`config.mk`:
```
export PLATFORM = sky130hd
export DESIGN_NAME = skid_fifo
export DESIGN_NICKNAME = d
export VERILOG_FILES = /design/src/rtl/skid_fifo.sv
export SDC_FILE = /design/constraint.sdc
export NUM_CORES = 1
export LEC_CHECK = 0
export CAP_MARGIN = 30
export CORE_MARGIN = 4
export CORE_UTILIZATION = 37
export DETAILED_ROUTE_END_ITERATION = 7
export GPL_ROUTABILITY_DRIVEN = 0
export GPL_TIMING_DRIVEN = 0
export PLACE_DENSITY = 0.69
export SKIP_LAST_GASP = 1
export SLEW_MARGIN = 15
export SYNTH_ARGS = -nofsm -noshare
export SYNTH_HDL_FRONTEND = slang
export SYNTH_SLANG_ARGS = --single-unit
export TNS_END_PERCENT = 100
```
`constraint.sdc`:
```
create_clock -name clk_i -period 2 [get_ports clk_i]
set_input_delay 0.4 -clock clk_i [delete_from_list [all_inputs] [get_ports clk_i]]
set_output_delay 0.4 -clock clk_i [all_outputs]
set_load 0.05 [all_outputs]
```
`src/rtl/skid_fifo.sv`:
```
// skid_fifo: FIFO whose valid, ready and data outputs all come straight from flops.
// Defining SKID_FIFO_LEVEL_EN adds the registered level_o entry-count output.
module skid_fifo #(
  parameter int unsigned DATA_SIZE = 8,
  parameter int unsigned DEPTH     = 2
) (
  input  logic                       clk_i,
  input  logic                       rst_clk_i,
  input  logic                       flush_i,
  input  logic [DATA_SIZE-1:0]       data_i,
  input  logic                       data_valid_i,
  output logic                       data_ready_o,
  output logic [DATA_SIZE-1:0]       data_o,
  output logic                       data_valid_o,
  input  logic                       data_ready_i
`ifdef SKID_FIFO_LEVEL_EN
  ,
  output logic [$clog2(DEPTH+1)-1:0] level_o
`endif
);

  localparam int unsigned PTR_W = (DEPTH > 1) ? $clog2(DEPTH) : 1;
  localparam int unsigned CNT_W = $clog2(DEPTH + 1);
  localparam logic [PTR_W-1:0] PTR_LAST = PTR_W'(DEPTH - 1);
  localparam logic [CNT_W-1:0] CNT_FULL = CNT_W'(DEPTH);
  localparam logic [CNT_W-1:0] CNT_LAST = CNT_W'(DEPTH - 1);
  localparam logic [CNT_W-1:0] CNT_ONE  = CNT_W'(1);

  typedef enum logic [1:0] {
    ST_EMPTY   = 2'd0,
    ST_PARTIAL = 2'd1,
    ST_FULL    = 2'd2
  } state_e;

  state_e               state_q, state_d;
  logic [PTR_W-1:0]     wptr_q, wptr_d;
  logic [PTR_W-1:0]     rptr_q, rptr_d;
  logic [CNT_W-1:0]     cnt_q, cnt_d;
  logic [DATA_SIZE-1:0] data_q, data_d;
  logic                 valid_q, valid_d;
  logic                 ready_q, ready_d;
  logic [DATA_SIZE-1:0] mem_q [DEPTH];

  logic push_c;
  logic pop_c;

  assign push_c = data_valid_i && ready_q;
  assign pop_c  = valid_q && data_ready_i;

  function automatic logic [PTR_W-1:0] ptr_inc(input logic [PTR_W-1:0] p);
    return (p == PTR_LAST) ? '0 : p + PTR_W'(1);
  endfunction

  // Next-state, pointer, count and output-register computation.
  always_comb begin
    state_d = state_q;
    wptr_d  = wptr_q;
    rptr_d  = rptr_q;
    cnt_d   = cnt_q;
    data_d  = data_q;
    if (flush_i) begin
      state_d = ST_EMPTY;
      wptr_d  = '0;
      rptr_d  = '0;
      cnt_d   = '0;
    end else begin
      if (push_c) wptr_d = ptr_inc(wptr_q);
      if (pop_c)  rptr_d = ptr_inc(rptr_q);
      unique case (state_q)
        ST_EMPTY: begin
          if (push_c) begin
            state_d = ST_PARTIAL;
            cnt_d   = CNT_ONE;
          end
        end
        ST_PARTIAL: begin
          if (push_c && !pop_c) begin
            cnt_d = cnt_q + CNT_ONE;
            if (cnt_q == CNT_LAST) state_d = ST_FULL;
          end else if (pop_c && !push_c) begin
            cnt_d = cnt_q - CNT_ONE;
            if (cnt_q == CNT_ONE) state_d = ST_EMPTY;
          end
        end
        ST_FULL: begin
          if (pop_c) begin
            state_d = ST_PARTIAL;
            cnt_d   = cnt_q - CNT_ONE;
          end
        end
        default: begin
          state_d = ST_EMPTY;
          wptr_d  = '0;
          rptr_d  = '0;
          cnt_d   = '0;
        end
      endcase
      // Head word is the incoming one when it lands in the slot the read pointer moves to.
      if (state_d != ST_EMPTY) begin
        data_d = (push_c && (rptr_d == wptr_q)) ? data_i : mem_q[rptr_d];
      end
    end
    valid_d = (state_d != ST_EMPTY);
    ready_d = (state_d != ST_FULL);
  end

  always_ff @(posedge clk_i or posedge rst_clk_i) begin
    if (rst_clk_i) begin
      state_q <= ST_EMPTY;
      wptr_q  <= '0;
      rptr_q  <= '0;
      cnt_q   <= '0;
      data_q  <= '0;
      valid_q <= 1'b0;
      ready_q <= 1'b0;
    end else begin
      state_q <= state_d;
      wptr_q  <= wptr_d;
      rptr_q  <= rptr_d;
      cnt_q   <= cnt_d;
      data_q  <= data_d;
      valid_q <= valid_d;
      ready_q <= ready_d;
    end
  end

  // Storage array is intentionally left unreset.
  always_ff @(posedge clk_i) begin
    if (push_c && !flush_i) mem_q[wptr_q] <= data_i;
  end

  assign data_ready_o = ready_q;
  assign data_valid_o = valid_q;
  assign data_o       = data_q;

`ifdef SKID_FIFO_LEVEL_EN
  assign level_o = cnt_q;
`endif

  a_cnt_bound : assert property (@(posedge clk_i) disable iff (rst_clk_i) cnt_q <= CNT_FULL);
  a_no_push_full : assert property (@(posedge clk_i) disable iff (rst_clk_i)
    (state_q == ST_FULL) |-> !push_c);

endmodule

```
==> impl_metrics.prom, run 1 <==
# TYPE chip_impl_metric gauge
chip_impl_metric{name="number_of_input_and_output_port_buffers_inserted",unit=""} 21
chip_impl_metric{name="area.growth.synth_to_final",unit="%"} 24.55
chip_impl_metric{name="r2r_slack",unit="ps"} 320
chip_impl_metric{name="cp.buffers_inverters",unit=""} 1
chip_impl_metric{name="finish.utilization",unit="%"} 47.39
chip_impl_info{name="ys.flop_type",value="edfxtp_1"} 1
chip_impl_metric{name="y_dimension_of_the_die",unit="microns"} 74.91
chip_impl_metric{name="worst_pin_slew",unit="ps"} 645.3
chip_impl_metric{name="final_design_area_no_fill",unit="sq um"} 2063
chip_impl_metric{name="chipWidth",unit="microns"} 74.91
chip_impl_info{name="critical-path-top-delay-family",value="buffers and inverters"} 1
chip_impl_metric{name="antenna_cells_inserted",unit=""} 0
chip_impl_metric{name="synth_cells",unit=""} 149
chip_impl_metric{name="slowest_delay",unit="ps"} 820
chip_impl_metric{name="grt_start_max_net_pins",unit=""} 17
chip_impl_metric{name="setup_total_negative_slack",unit="ps"} 0
chip_impl_metric{name="reg2reg_depth",unit=""} 6
chip_impl_info{name="cts_tree",value="yes"} 1
chip_impl_metric{name="clkSlewWorstSetupHoldPaths",unit="ps"} 70
chip_impl_metric{name="drv_cap",unit=""} 0
chip_impl_metric{name="crit_cells",unit=""} 1
chip_impl_metric{name="dpl.hpwl",unit="mm"} 2.682
chip_impl_metric{name="first_global_vias",unit=""} 1345
chip_impl_metric{name="cts_hold_repair.buffers",unit=""} 0
chip_impl_metric{name="detail_route.first_pass.iterations",unit=""} 6
chip_impl_metric{name="crit_fanout",unit=""} 2
chip_impl_metric{name="vias",unit=""} 1315
chip_impl_info{name="class_of_the_worst_hold_path",value="in -> reg"} 1
chip_impl_metric{name="power_density",unit="nW/um^2"} 921.5
chip_impl_metric{name="clock_latency",unit="ps"} 290
chip_impl_metric{name="drt-wirelength-per-cell",unit="microns"} 16.79
chip_impl_metric{name="grt.overflow.total",unit=""} 0
chip_impl_metric{name="p_leak",unit="nW"} 0.8151
chip_impl_info{name="type_of_the_setup_path_with_the_least_slack",value="reg -> out"} 1
chip_impl_info{name="worstSetupStartpointType",value="flop"} 1
chip_impl_metric{name="global_route_wire_length_before_repair",unit="mm"} 6.403
chip_impl_info{name="rr_endpoint",value="data_o[0]"} 1
chip_impl_metric{name="ys_ff_latch",unit=""} 32
chip_impl_metric{name="grtUsageTotal",unit="%"} 15.58
chip_impl_metric{name="number_of_antenna_violations_at_the_first_check_in_global_routing",unit=""} 0
chip_impl_metric{name="initial_standard_cell_utilization_of_the_core",unit="%"} 38.05
chip_impl_metric{name="core.rowCount",unit=""} 24
chip_impl_metric{name="finalClockSkew",unit="ps"} 10.42
chip_impl_metric{name="route.antenna.remaining_nets",unit=""} 0
chip_impl_metric{name="timing.final.setup_violations",unit=""} 0
chip_impl_metric{name="final_max_slew_viol_count",unit=""} 0
chip_impl_metric{name="number_of_failing_hold_endpoints_at_the_final_stage",unit=""} 0
chip_impl_metric{name="synth-edff-count",unit=""} 16
chip_impl_metric{name="synth-warning-count",unit=""} 0
chip_impl_info{name="worst_r2r_startpoint",value="state_q[1]"} 1
chip_impl_metric{name="p_total",unit="W"} 0.001901
chip_impl_metric{name="seq_area_frac_synth",unit="%"} 53.17
chip_impl_metric{name="layout_worst_path_cycle_share",unit="%"} 94.13
chip_impl_metric{name="htree_levels",unit=""} 2
chip_impl_info{name="cts-root-buf",value="clkbuf_8"} 1
chip_impl_metric{name="ioPinCount",unit=""} 23
chip_impl_metric{name="clock_tree.buffer_depth",unit=""} 2
chip_impl_metric{name="fmax",unit="MHz"} 531.2
chip_impl_metric{name="fp.coreArea",unit="sq um"} 4354
chip_impl_metric{name="cp_data_required_time",unit="ps"} 1600
chip_impl_metric{name="postPlaceCellArea",unit="sq um"} 1932
chip_impl_metric{name="finalWirelength",unit="mm"} 3.913
chip_impl_metric{name="final.hold.worst_slack",unit="ps"} 321.5
chip_impl_metric{name="ir_drop",unit="V"} 0.0004566
chip_impl_metric{name="drtIter0Drc",unit=""} 83
chip_impl_metric{name="postSynth.asyncResetShare",unit="%"} 50.00
chip_impl_metric{name="nets",unit=""} 194
chip_impl_metric{name="synth_fp_nets",unit=""} 163
chip_impl_metric{name="vias_per_cell",unit=""} 5.644
chip_impl_info{name="run_status",value="finished clean"} 1
chip_impl_info{name="rsz0062_at_grt",value="false"} 1
chip_impl_info{name="cp_cell_sequence",value="clkdlybuf4s50_1"} 1
chip_impl_metric{name="tritoncts_num_sinks",unit=""} 32
chip_impl_metric{name="die_area",unit="sq um"} 5612
chip_impl_info{name="cp-end-kind",value="output port"} 1
chip_impl_metric{name="synthesis.area",unit="sq um"} 1657
chip_impl_metric{name="layout-drive-gt1-share",unit="%"} 14.92
chip_impl_metric{name="ys_types",unit=""} 40
chip_impl_metric{name="period_minus_slack",unit="ps"} 1883
chip_impl_info{name="start_point_of_the_critical_path",value="data_o[7]"} 1
chip_impl_metric{name="cts_made_buffers",unit=""} 5
chip_impl_info{name="critical_path.endpoint",value="data_o[7]"} 1
chip_impl_metric{name="max-slew-margin-rel",unit="%"} 56.93
chip_impl_info{name="cp_slowest_cell",value="clkdlybuf4s50_1"} 1
chip_impl_metric{name="remaining_drc_errors",unit=""} 0
chip_impl_metric{name="crit_path_arrival_time",unit="ps"} 1480
chip_impl_metric{name="synth.avg_cell_area",unit="sq um"} 11.12
## synth_stat cells (2+ instances only)
library cell	instances	share of area (%)
buf_6	5	3.4
a221oi_1	7	3.7
a21o_1	2	0.91
and2_1	2	0.76
o21ai_1	9	2.7
nand3_1	2	0.60
o21ai_0	9	2.7
edfxtp_1	16	29
xnor2_1	3	1.6
dfrtp_1	16	24
nand3b_1	8	3.6
a21oi_1	5	1.5
a31oi_1	2	0.76
nor2_1	3	0.68
nand2_1	17	3.9
a211oi_1	3	1.4
o311ai_1	7	3.7
inv_1	5	1.1
buf_4	2	0.91
and3_1	2	0.76
buf_2	4	1.2
mux2i_1	2	1.2
## cell type report
type                       count  area (sq um)
timing repair buffer          24         235.2
buffer                        11         91.34
sequential                    32         880.8
tap                           52         65.06
fill                         388          2291
multi-input combinational    100         668.1
clock buffer                   8         100.1
inverter                       6         22.52
## cell usage in the layout, fill, tap and decap left out, types with 3 or more instances in the layout
| cell | n |
|---|---|
| o21ai_0 | 9 |
| clkdlybuf4s50_1 | 20 |
| inv_1 | 5 |
| nand2_1 | 17 |
| nor2_1 | 3 |
| a211oi_1 | 3 |
| edfxtp_1 | 16 |
| o311ai_1 | 7 |
| nand3b_1 | 8 |
| buf_4 | 5 |
| buf_6 | 5 |
| dfrtp_1 | 16 |
| o21ai_1 | 9 |
| a21oi_1 | 5 |
| xnor2_1 | 3 |
| buf_2 | 4 |
| clkbuf_8 | 7 |
| a221oi_1 | 7 |
## state kept, by name, summed over array words and instances (netlist names)
| register | cells |
|---|---|
| cnt_q | 2 |
| data_o | 8 |
| data_valid_o | 1 |
| data_ready_o | 1 |
| rptr_q | 1 |
| mem_q | 16 |
| wptr_q | 1 |
| state_q | 2 |
## per-stage QoR
stage / instances / worst slack, ps
after global placement: 222 / -351.9
after CTS: 230 / 44.76
after global routing: 233 / 20.40
after floorplan: 149 / 57.08
final: 233 / 117.5
after detailed placement: 222 / -416.9
## timing repair
item,4_1_cts,5_1_grt
pin swaps,0,1
resized for setup,1,1
endpoints found under the setup margin,1,2
buffers inserted,0,3
## worst min-delay path by stage
stage	start	to	slack [ps]	cells past startpoint
after floorplan	rst_clk_i	cnt_q[0]	310	1
after global placement	data_o[6]	data_o[6]	470	1
after detailed placement	data_o[6]	data_o[6]	470	1
after CTS	flush_i	rptr_q	320	2
after global routing	flush_i	rptr_q	340	2
final	flush_i	rptr_q	320	2
## power by group
| part | leakage, nW | switching, W | internal [W] |
|---|---|---|---|
| logic | 0.416 | 0.000346 | 0.000207 |
| registers | 0.348 | 0.0000405 | 0.000761 |
| clock network | 0.0515 | 0.000233 | 0.000314 |
## cell families after synthesis
| family | synth area share, % |
|---|---|
| AO/OA/AOI/OAI | 22.43 |
| XOR/XNOR | 1.586 |
| adder cells (fa/ha/maj) | 0.7552 |
| buffers and inverters | 6.873 |
| flip-flops | 53.17 |
| multiplexers | 1.209 |
| AND/OR/NAND/NOR | 13.97 |
## metal layers
metal  vias to the layer above  part of all wire [%]  global-route usage, %
met3                        11                   6.1                  4.406
met1                       631                    40                  18.83
li1                        627                     -                      -
met5                         -                     0                      0
met2                        46                    51                  26.21
met4                         0                   2.2                  6.126
Power figures use the tool's default switching activity.
==> run 2: changes to the inputs <==
--- a/config.mk
+++ b/config.mk
@@ -5,13 +5,15 @@
 export SDC_FILE = /design/constraint.sdc
 export NUM_CORES = 1
 export LEC_CHECK = 0
+export ABC_CLOCK_PERIOD_IN_PS = 2000
 export CAP_MARGIN = 30
-export CORE_MARGIN = 4
+export CORE_MARGIN = 5
 export CORE_UTILIZATION = 37
 export DETAILED_ROUTE_END_ITERATION = 7
 export GPL_ROUTABILITY_DRIVEN = 0
 export GPL_TIMING_DRIVEN = 0
 export PLACE_DENSITY = 0.69
+export REMOVE_ABC_BUFFERS = 1
 export SKIP_LAST_GASP = 1
 export SLEW_MARGIN = 15
 export SYNTH_ARGS = -nofsm -noshare
==> run 2 against run 1 <==
Effect of this change:
- global-route usage down 2.5 points
- wire length shrank 3.0%
- cell count decreased by 3.9%
- critical path type unchanged
- first-iteration DRC count decreased by 12%
- register-to-register slack worse by 90 ps
- sequential share of layout area increased by 1.9 points
- combinational power fell by 7.4%
- power down 5.5%
==> impl_metrics.prom, run 2 (synthesized netlist as in run 1, its figures left out) <==
# TYPE chip_impl_metric gauge
chip_impl_metric{name="clkSlewWorstSetupHoldPaths",unit="ps"} 60
chip_impl_info{name="run_status",value="finished clean"} 1
chip_impl_metric{name="first_global_vias",unit=""} 1316
chip_impl_metric{name="global_route_wire_length_before_repair",unit="mm"} 6.237
chip_impl_metric{name="vias_per_cell",unit=""} 5.754
chip_impl_info{name="layout.cells.most_common_list",value="clkdlybuf4s50_1 (21), nand2_1 (17), dfrtp_1 (16), edfxtp_1 (16)"} 1
chip_impl_metric{name="die_area",unit="sq um"} 5915
chip_impl_metric{name="drtIter0Drc",unit=""} 73
chip_impl_info{name="worstSetupStartpointType",value="flop"} 1
chip_impl_info{name="rsz0062_at_grt",value="false"} 1
chip_impl_metric{name="period_minus_slack",unit="ps"} 1944
chip_impl_metric{name="finish.utilization",unit="%"} 45.37
chip_impl_metric{name="largest_reg_flops",unit=""} 16
chip_impl_metric{name="remaining_drc_errors",unit=""} 0
chip_impl_info{name="critical-path-top-delay-family",value="buffers and inverters"} 1
chip_impl_info{name="cp_slowest_cell",value="clkdlybuf4s50_1"} 1
chip_impl_metric{name="ir_drop",unit="V"} 0.0005584
chip_impl_metric{name="grt_start_max_net_pins",unit=""} 18
chip_impl_metric{name="pre_cts_ws",unit="ps"} -539.9
chip_impl_metric{name="reg2reg_depth",unit=""} 6
chip_impl_metric{name="drt-wirelength-per-cell",unit="microns"} 16.94
chip_impl_metric{name="tritoncts_num_sinks",unit=""} 32
chip_impl_metric{name="hold_path_cells",unit=""} 1
chip_impl_metric{name="cp_data_required_time",unit="ps"} 1600
chip_impl_metric{name="core.rowCount",unit=""} 24
chip_impl_metric{name="final_design_area_no_fill",unit="sq um"} 1976
chip_impl_info{name="min_from",value="data_o[6]"} 1
chip_impl_metric{name="clock_tree.buffer_depth",unit=""} 2
chip_impl_info{name="worst_r2r_startpoint",value="state_q[1]"} 1
chip_impl_info{name="timing.hold.worst_endpoint",value="data_o[6]"} 1
chip_impl_metric{name="grtUsageTotal",unit="%"} 13.07
chip_impl_metric{name="cts_made_buffers",unit=""} 5
chip_impl_metric{name="number_of_antenna_violations_at_the_first_check_in_global_routing",unit=""} 0
chip_impl_metric{name="ioPinCount",unit=""} 23
chip_impl_metric{name="slowest_delay",unit="ps"} 830
chip_impl_metric{name="cp.buffers_inverters",unit=""} 1
chip_impl_metric{name="finalWirelength",unit="mm"} 3.794
chip_impl_info{name="top_reg_by_flops",value="mem_q"} 1
chip_impl_metric{name="area.growth.synth_to_final",unit="%"} 19.26
chip_impl_info{name="cp-end-kind",value="output port"} 1
chip_impl_metric{name="final_max_slew_viol_count",unit=""} 0
chip_impl_metric{name="fmax",unit="MHz"} 514.3
chip_impl_metric{name="setup_slack",unit="ps"} 55.63
chip_impl_metric{name="clock_latency",unit="ps"} 280
chip_impl_metric{name="worst_pin_slew",unit="ps"} 642.0
chip_impl_metric{name="post-place-cells",unit=""} 212
chip_impl_metric{name="nets",unit=""} 185
chip_impl_metric{name="route.antenna.remaining_nets",unit=""} 0
chip_impl_metric{name="postPlaceCellArea",unit="sq um"} 1851
chip_impl_metric{name="y_dimension_of_the_die",unit="microns"} 76.91
chip_impl_metric{name="crit_fanout",unit=""} 6
chip_impl_metric{name="power_density",unit="nW/um^2"} 909.0
chip_impl_metric{name="max-slew-margin-rel",unit="%"} 57.15
chip_impl_metric{name="finalClockSkew",unit="ps"} 4.540
chip_impl_metric{name="finalNonFillerCells",unit=""} 224
chip_impl_metric{name="htree_levels",unit=""} 2
chip_impl_metric{name="number_of_input_and_output_port_buffers_inserted",unit=""} 22
chip_impl_metric{name="layout-drive-gt1-share",unit="%"} 10.47
chip_impl_metric{name="vias",unit=""} 1289
chip_impl_metric{name="detail_route.first_pass.iterations",unit=""} 4
chip_impl_info{name="start_point_of_the_critical_path",value="data_valid_o"} 1
chip_impl_metric{name="crit_path_arrival_time",unit="ps"} 1540
chip_impl_metric{name="layout_worst_path_cycle_share",unit="%"} 97.22
chip_impl_metric{name="antenna_cells_inserted",unit=""} 0
chip_impl_metric{name="initial_standard_cell_utilization_of_the_core",unit="%"} 38.05
chip_impl_metric{name="grt.overflow.total",unit=""} 0
chip_impl_metric{name="cts_hold_repair.buffers",unit=""} 0
chip_impl_metric{name="final.hold.worst_slack",unit="ps"} 481.1
chip_impl_info{name="rr_endpoint",value="data_o[7]"} 1
chip_impl_info{name="class_of_the_worst_hold_path",value="reg -> reg"} 1
chip_impl_metric{name="r2r_slack",unit="ps"} 230
chip_impl_metric{name="p_leak",unit="nW"} 0.7400
chip_impl_metric{name="number_of_failing_hold_endpoints_at_the_final_stage",unit=""} 0
chip_impl_info{name="type_of_the_setup_path_with_the_least_slack",value="reg -> out"} 1
chip_impl_info{name="cp_cell_sequence",value="clkdlybuf4s50_1"} 1
chip_impl_metric{name="timing.final.setup_violations",unit=""} 0
chip_impl_info{name="cts-root-buf",value="clkbuf_8"} 1
chip_impl_info{name="dr.max_layer_used",value="met4"} 1
chip_impl_metric{name="routed-wl-met2",unit="mm"} 1.994
chip_impl_metric{name="fp.coreArea",unit="sq um"} 4354
chip_impl_metric{name="dpl.hpwl",unit="mm"} 2.570
chip_impl_metric{name="drv_cap",unit=""} 0
chip_impl_metric{name="chipWidth",unit="microns"} 76.91
chip_impl_metric{name="route.layer.met1.wl",unit="mm"} 1.542
chip_impl_info{name="mostFrequentLayoutCell",value="clkdlybuf4s50_1"} 1
chip_impl_info{name="cts_tree",value="yes"} 1
chip_impl_metric{name="routed-wl-met3",unit="microns"} 227
## run 2: routing by layer
layer / vias up / track usage (%)
met2: 41 / 22.41
li1: 609 / -
met4: 0 / 2.972
met1: 635 / 15.50
met5: - / 0
met3: 4 / 4.801
## run 2: layout make-up
class,count,area [sq um]
fillers,403,2379
flip-flops and latches,32,880.8
multi-input cells,100,670.6
repair buffers,26,252.7
clock buffers,7,76.32
well taps,52,65.06
inverters,6,26.28
clock inverters,1,3.754
## run 2: worst max path at each step
stage	end	slack [ps]	cells after the start
finish	data_valid_o	60	1
global route	data_o[6]	0.8	6
CTS	data_o[6]	7	6
detailed placement	mem_q[1][1]	-540	4
global placement	mem_q[1][5]	-460	4
floorplan	data_o[6]	40	5
## run 2: stage by stage
step | setup TNS (ps) | total power [W]
after floorplan | 0 | 0.001148
after global placement | -7415 | 0.001312
after detailed placement | -9192 | 0.001331
after CTS | 0 | 0.001800
after global routing | 0 | 0.001886
final | 0 | 0.001796
## run 2: power by group
group / leakage [nW] / switching, W / total, W / internal, W
logic: 0.353 / 0.000321 / 0.000512 / 0.000191
clock network: 0.0399 / 0.000222 / 0.000464 / 0.000242
registers: 0.348 / 0.0000588 / 0.000820 / 0.000761
## run 2: repair_timing
action                     in CTS  in global routing
resized for setup               3                  2
buffers inserted                1                  3
setup endpoints to repair      16                  8
pin swaps                       0                  1
==> run 3: changes to the inputs <==
--- a/config.mk
+++ b/config.mk
@@ -9,6 +9,7 @@
 export CAP_MARGIN = 30
 export CORE_MARGIN = 5
 export CORE_UTILIZATION = 37
+export CTS_BUF_LIST = sky130_fd_sc_hd__clkbuf_8
 export DETAILED_ROUTE_END_ITERATION = 7
 export GPL_ROUTABILITY_DRIVEN = 0
 export GPL_TIMING_DRIVEN = 0
==> run 3 against run 2 <==
Effect of this change:
- flip-flop and latch count is the same
- utilization is the same
- critical path depth is the same
- count of clock-buffer cells in the layout shrank 2
- register-to-register slack is essentially flat
- worst hold slack is essentially flat
- sequential power is essentially flat
- non-clock buffer count is the same
==> impl_metrics.prom, run 3 (synthesized netlist as in run 1, its figures left out) <==
# TYPE chip_impl_metric gauge
chip_impl_info{name="run_status",value="finished clean"} 1
chip_impl_metric{name="layout-drive-gt1-share",unit="%"} 10.47
chip_impl_metric{name="fmax",unit="MHz"} 513.9
chip_impl_metric{name="largest_reg_flops",unit=""} 16
chip_impl_info{name="cts_tree",value="yes"} 1
chip_impl_info{name="cp-end-kind",value="output port"} 1
chip_impl_metric{name="vias",unit=""} 1285
chip_impl_metric{name="r2r_slack",unit="ps"} 230
chip_impl_metric{name="reg2reg_depth",unit=""} 6
chip_impl_metric{name="final_max_slew_viol_count",unit=""} 0
chip_impl_metric{name="power_density",unit="nW/um^2"} 905.1
chip_impl_metric{name="tritoncts_num_sinks",unit=""} 32
chip_impl_metric{name="y_dimension_of_the_die",unit="microns"} 76.91
chip_impl_info{name="type_of_the_setup_path_with_the_least_slack",value="reg -> out"} 1
chip_impl_metric{name="setup_slack",unit="ps"} 54.11
chip_impl_metric{name="detail_route.first_pass.iterations",unit=""} 4
chip_impl_metric{name="nets",unit=""} 185
chip_impl_info{name="rr_endpoint",value="data_o[7]"} 1
chip_impl_metric{name="layout_worst_path_cycle_share",unit="%"} 97.29
chip_impl_info{name="class_of_the_worst_hold_path",value="reg -> reg"} 1
chip_impl_metric{name="timing.final.setup_violations",unit=""} 0
chip_impl_info{name="cp_cell_sequence",value="clkdlybuf4s50_1"} 1
chip_impl_metric{name="pre_cts_ws",unit="ps"} -539.9
chip_impl_metric{name="crit_fanout",unit=""} 6
chip_impl_metric{name="grtUsageTotal",unit="%"} 13.07
chip_impl_metric{name="grt_start_max_net_pins",unit=""} 18
chip_impl_metric{name="number_of_failing_hold_endpoints_at_the_final_stage",unit=""} 0
chip_impl_info{name="timing.hold.worst_endpoint",value="data_o[6]"} 1
chip_impl_info{name="worst_r2r_startpoint",value="state_q[1]"} 1
chip_impl_metric{name="drv_cap",unit=""} 0
chip_impl_metric{name="clkSlewWorstSetupHoldPaths",unit="ps"} 60
chip_impl_metric{name="ioPinCount",unit=""} 23
chip_impl_metric{name="layout.area.seq",unit="sq um"} 880.8
chip_impl_metric{name="clock_latency",unit="ps"} 280
chip_impl_metric{name="worst_pin_slew",unit="ps"} 642.1
chip_impl_metric{name="cts_made_buffers",unit=""} 5
chip_impl_metric{name="fillCellCount",unit=""} 403
chip_impl_metric{name="global_route_wire_length_before_repair",unit="mm"} 6.237
chip_impl_metric{name="drtIter0Drc",unit=""} 73
chip_impl_metric{name="final.hold.worst_slack",unit="ps"} 481.5
chip_impl_metric{name="max-slew-margin-rel",unit="%"} 57.14
chip_impl_metric{name="chipWidth",unit="microns"} 76.91
chip_impl_metric{name="post-place-cells",unit=""} 212
chip_impl_metric{name="initial_standard_cell_utilization_of_the_core",unit="%"} 38.05
chip_impl_metric{name="first_global_vias",unit=""} 1316
chip_impl_metric{name="dpl.hpwl",unit="mm"} 2.570
chip_impl_metric{name="drt-wirelength-per-cell",unit="microns"} 16.97
chip_impl_info{name="rsz0062_at_grt",value="false"} 1
chip_impl_metric{name="finalClockSkew",unit="ps"} 5.513
chip_impl_metric{name="clock_tree.buffer_depth",unit=""} 2
chip_impl_metric{name="htree_levels",unit=""} 2
chip_impl_info{name="worstSetupStartpointType",value="flop"} 1
chip_impl_info{name="top_reg_by_flops",value="mem_q"} 1
chip_impl_metric{name="die_area",unit="sq um"} 5915
chip_impl_info{name="layout.cells.most_common_list",value="clkdlybuf4s50_1 (21), nand2_1 (17), dfrtp_1 (16), edfxtp_1 (16)"} 1
chip_impl_metric{name="core.rowCount",unit=""} 24
chip_impl_metric{name="route.antenna.remaining_nets",unit=""} 0
chip_impl_info{name="mostFrequentLayoutCell",value="clkdlybuf4s50_1"} 1
chip_impl_metric{name="remaining_drc_errors",unit=""} 0
chip_impl_metric{name="cp_data_required_time",unit="ps"} 1600
chip_impl_metric{name="grt.overflow.total",unit=""} 0
chip_impl_metric{name="period_minus_slack",unit="ps"} 1946
chip_impl_metric{name="number_of_antenna_violations_at_the_first_check_in_global_routing",unit=""} 0
chip_impl_metric{name="area.growth.synth_to_final",unit="%"} 19.26
chip_impl_metric{name="slowest_delay",unit="ps"} 830
chip_impl_metric{name="ir_drop",unit="V"} 0.0005569
chip_impl_metric{name="finalNonFillerCells",unit=""} 224
chip_impl_metric{name="p_leak",unit="nW"} 0.7483
chip_impl_metric{name="setup_total_negative_slack",unit="ps"} 0
chip_impl_metric{name="cp.buffers_inverters",unit=""} 1
chip_impl_metric{name="hold_path_cells",unit=""} 1
chip_impl_info{name="cts-root-buf",value="clkbuf_8"} 1
chip_impl_metric{name="p_total",unit="W"} 0.001788
chip_impl_metric{name="area_of_combinational_cells_with_multiple_inputs",unit="sq um"} 670.6
chip_impl_info{name="cp_slowest_cell",value="clkdlybuf4s50_1"} 1
chip_impl_info{name="min_from",value="data_o[6]"} 1
chip_impl_info{name="critical-path-top-delay-family",value="buffers and inverters"} 1
chip_impl_metric{name="fp.coreArea",unit="sq um"} 4354
chip_impl_metric{name="cts_hold_repair.buffers",unit=""} 0
chip_impl_metric{name="antenna_cells_inserted",unit=""} 0
chip_impl_metric{name="vias_per_cell",unit=""} 5.737
chip_impl_metric{name="finalWirelength",unit="mm"} 3.802
chip_impl_metric{name="number_of_input_and_output_port_buffers_inserted",unit=""} 22
chip_impl_metric{name="crit_path_arrival_time",unit="ps"} 1550
run 3: repair_timing:
action                                  CTS  global route
gates cloned                              0             0
pin swaps                                 0             1
endpoints found under the setup margin   16             8
setup buffers                             1             3
gates resized for setup                   3             2
run 3: how the worst max path moves through the flow:
stage / startpoint / endpoint / cells past startpoint
2_1_floorplan: data_ready_o / data_o[6] / 5
3_3_place_gp: flush_i / mem_q[1][5] / 4
3_5_place_dp: flush_i / mem_q[1][1] / 4
4_1_cts: flush_i / data_o[6] / 6
5_1_grt: data_valid_i / data_o[6] / 6
6_report: data_valid_o / data_valid_o / 1
run 3: cell type report:
class | count | area share, %
tap | 52 | 3.293
clock inverter | 3 | 0.5700
sequential | 32 | 44.59
timing repair buffer | 26 | 12.79
inverter | 6 | 1.330
multi-input combinational | 100 | 33.95
clock buffer | 5 | 3.483
run 3: metrics by stage:
step	util [%]	instance area, sq um
4_1_cts	44.77	1949
3_3_place_gp	42.50	1851
5_1_grt	45.37	1976
3_5_place_dp	42.50	1851
6_report	45.37	1976
2_1_floorplan	-	1565
run 3: power breakdown:
part	switching, W	internal (W)	leakage, nW
registers	0.0000590	0.000761	0.348
logic	0.000322	0.000191	0.353
clock network	0.000224	0.000231	0.0482
total	0.000605	0.00118	0.748
run 3: metal layers:
| layer | global-route usage [%] | up-vias | wire length (microns) |
|---|---|---|---|
| li1 | - | 609 | - |
| met1 | 15.50 | 633 | 1550 |
| met2 | 22.41 | 39 | 2006 |
| met3 | 4.801 | 4 | 213 |
| met4 | 2.972 | 0 | 30 |
| met5 | 0 | - | 0 |
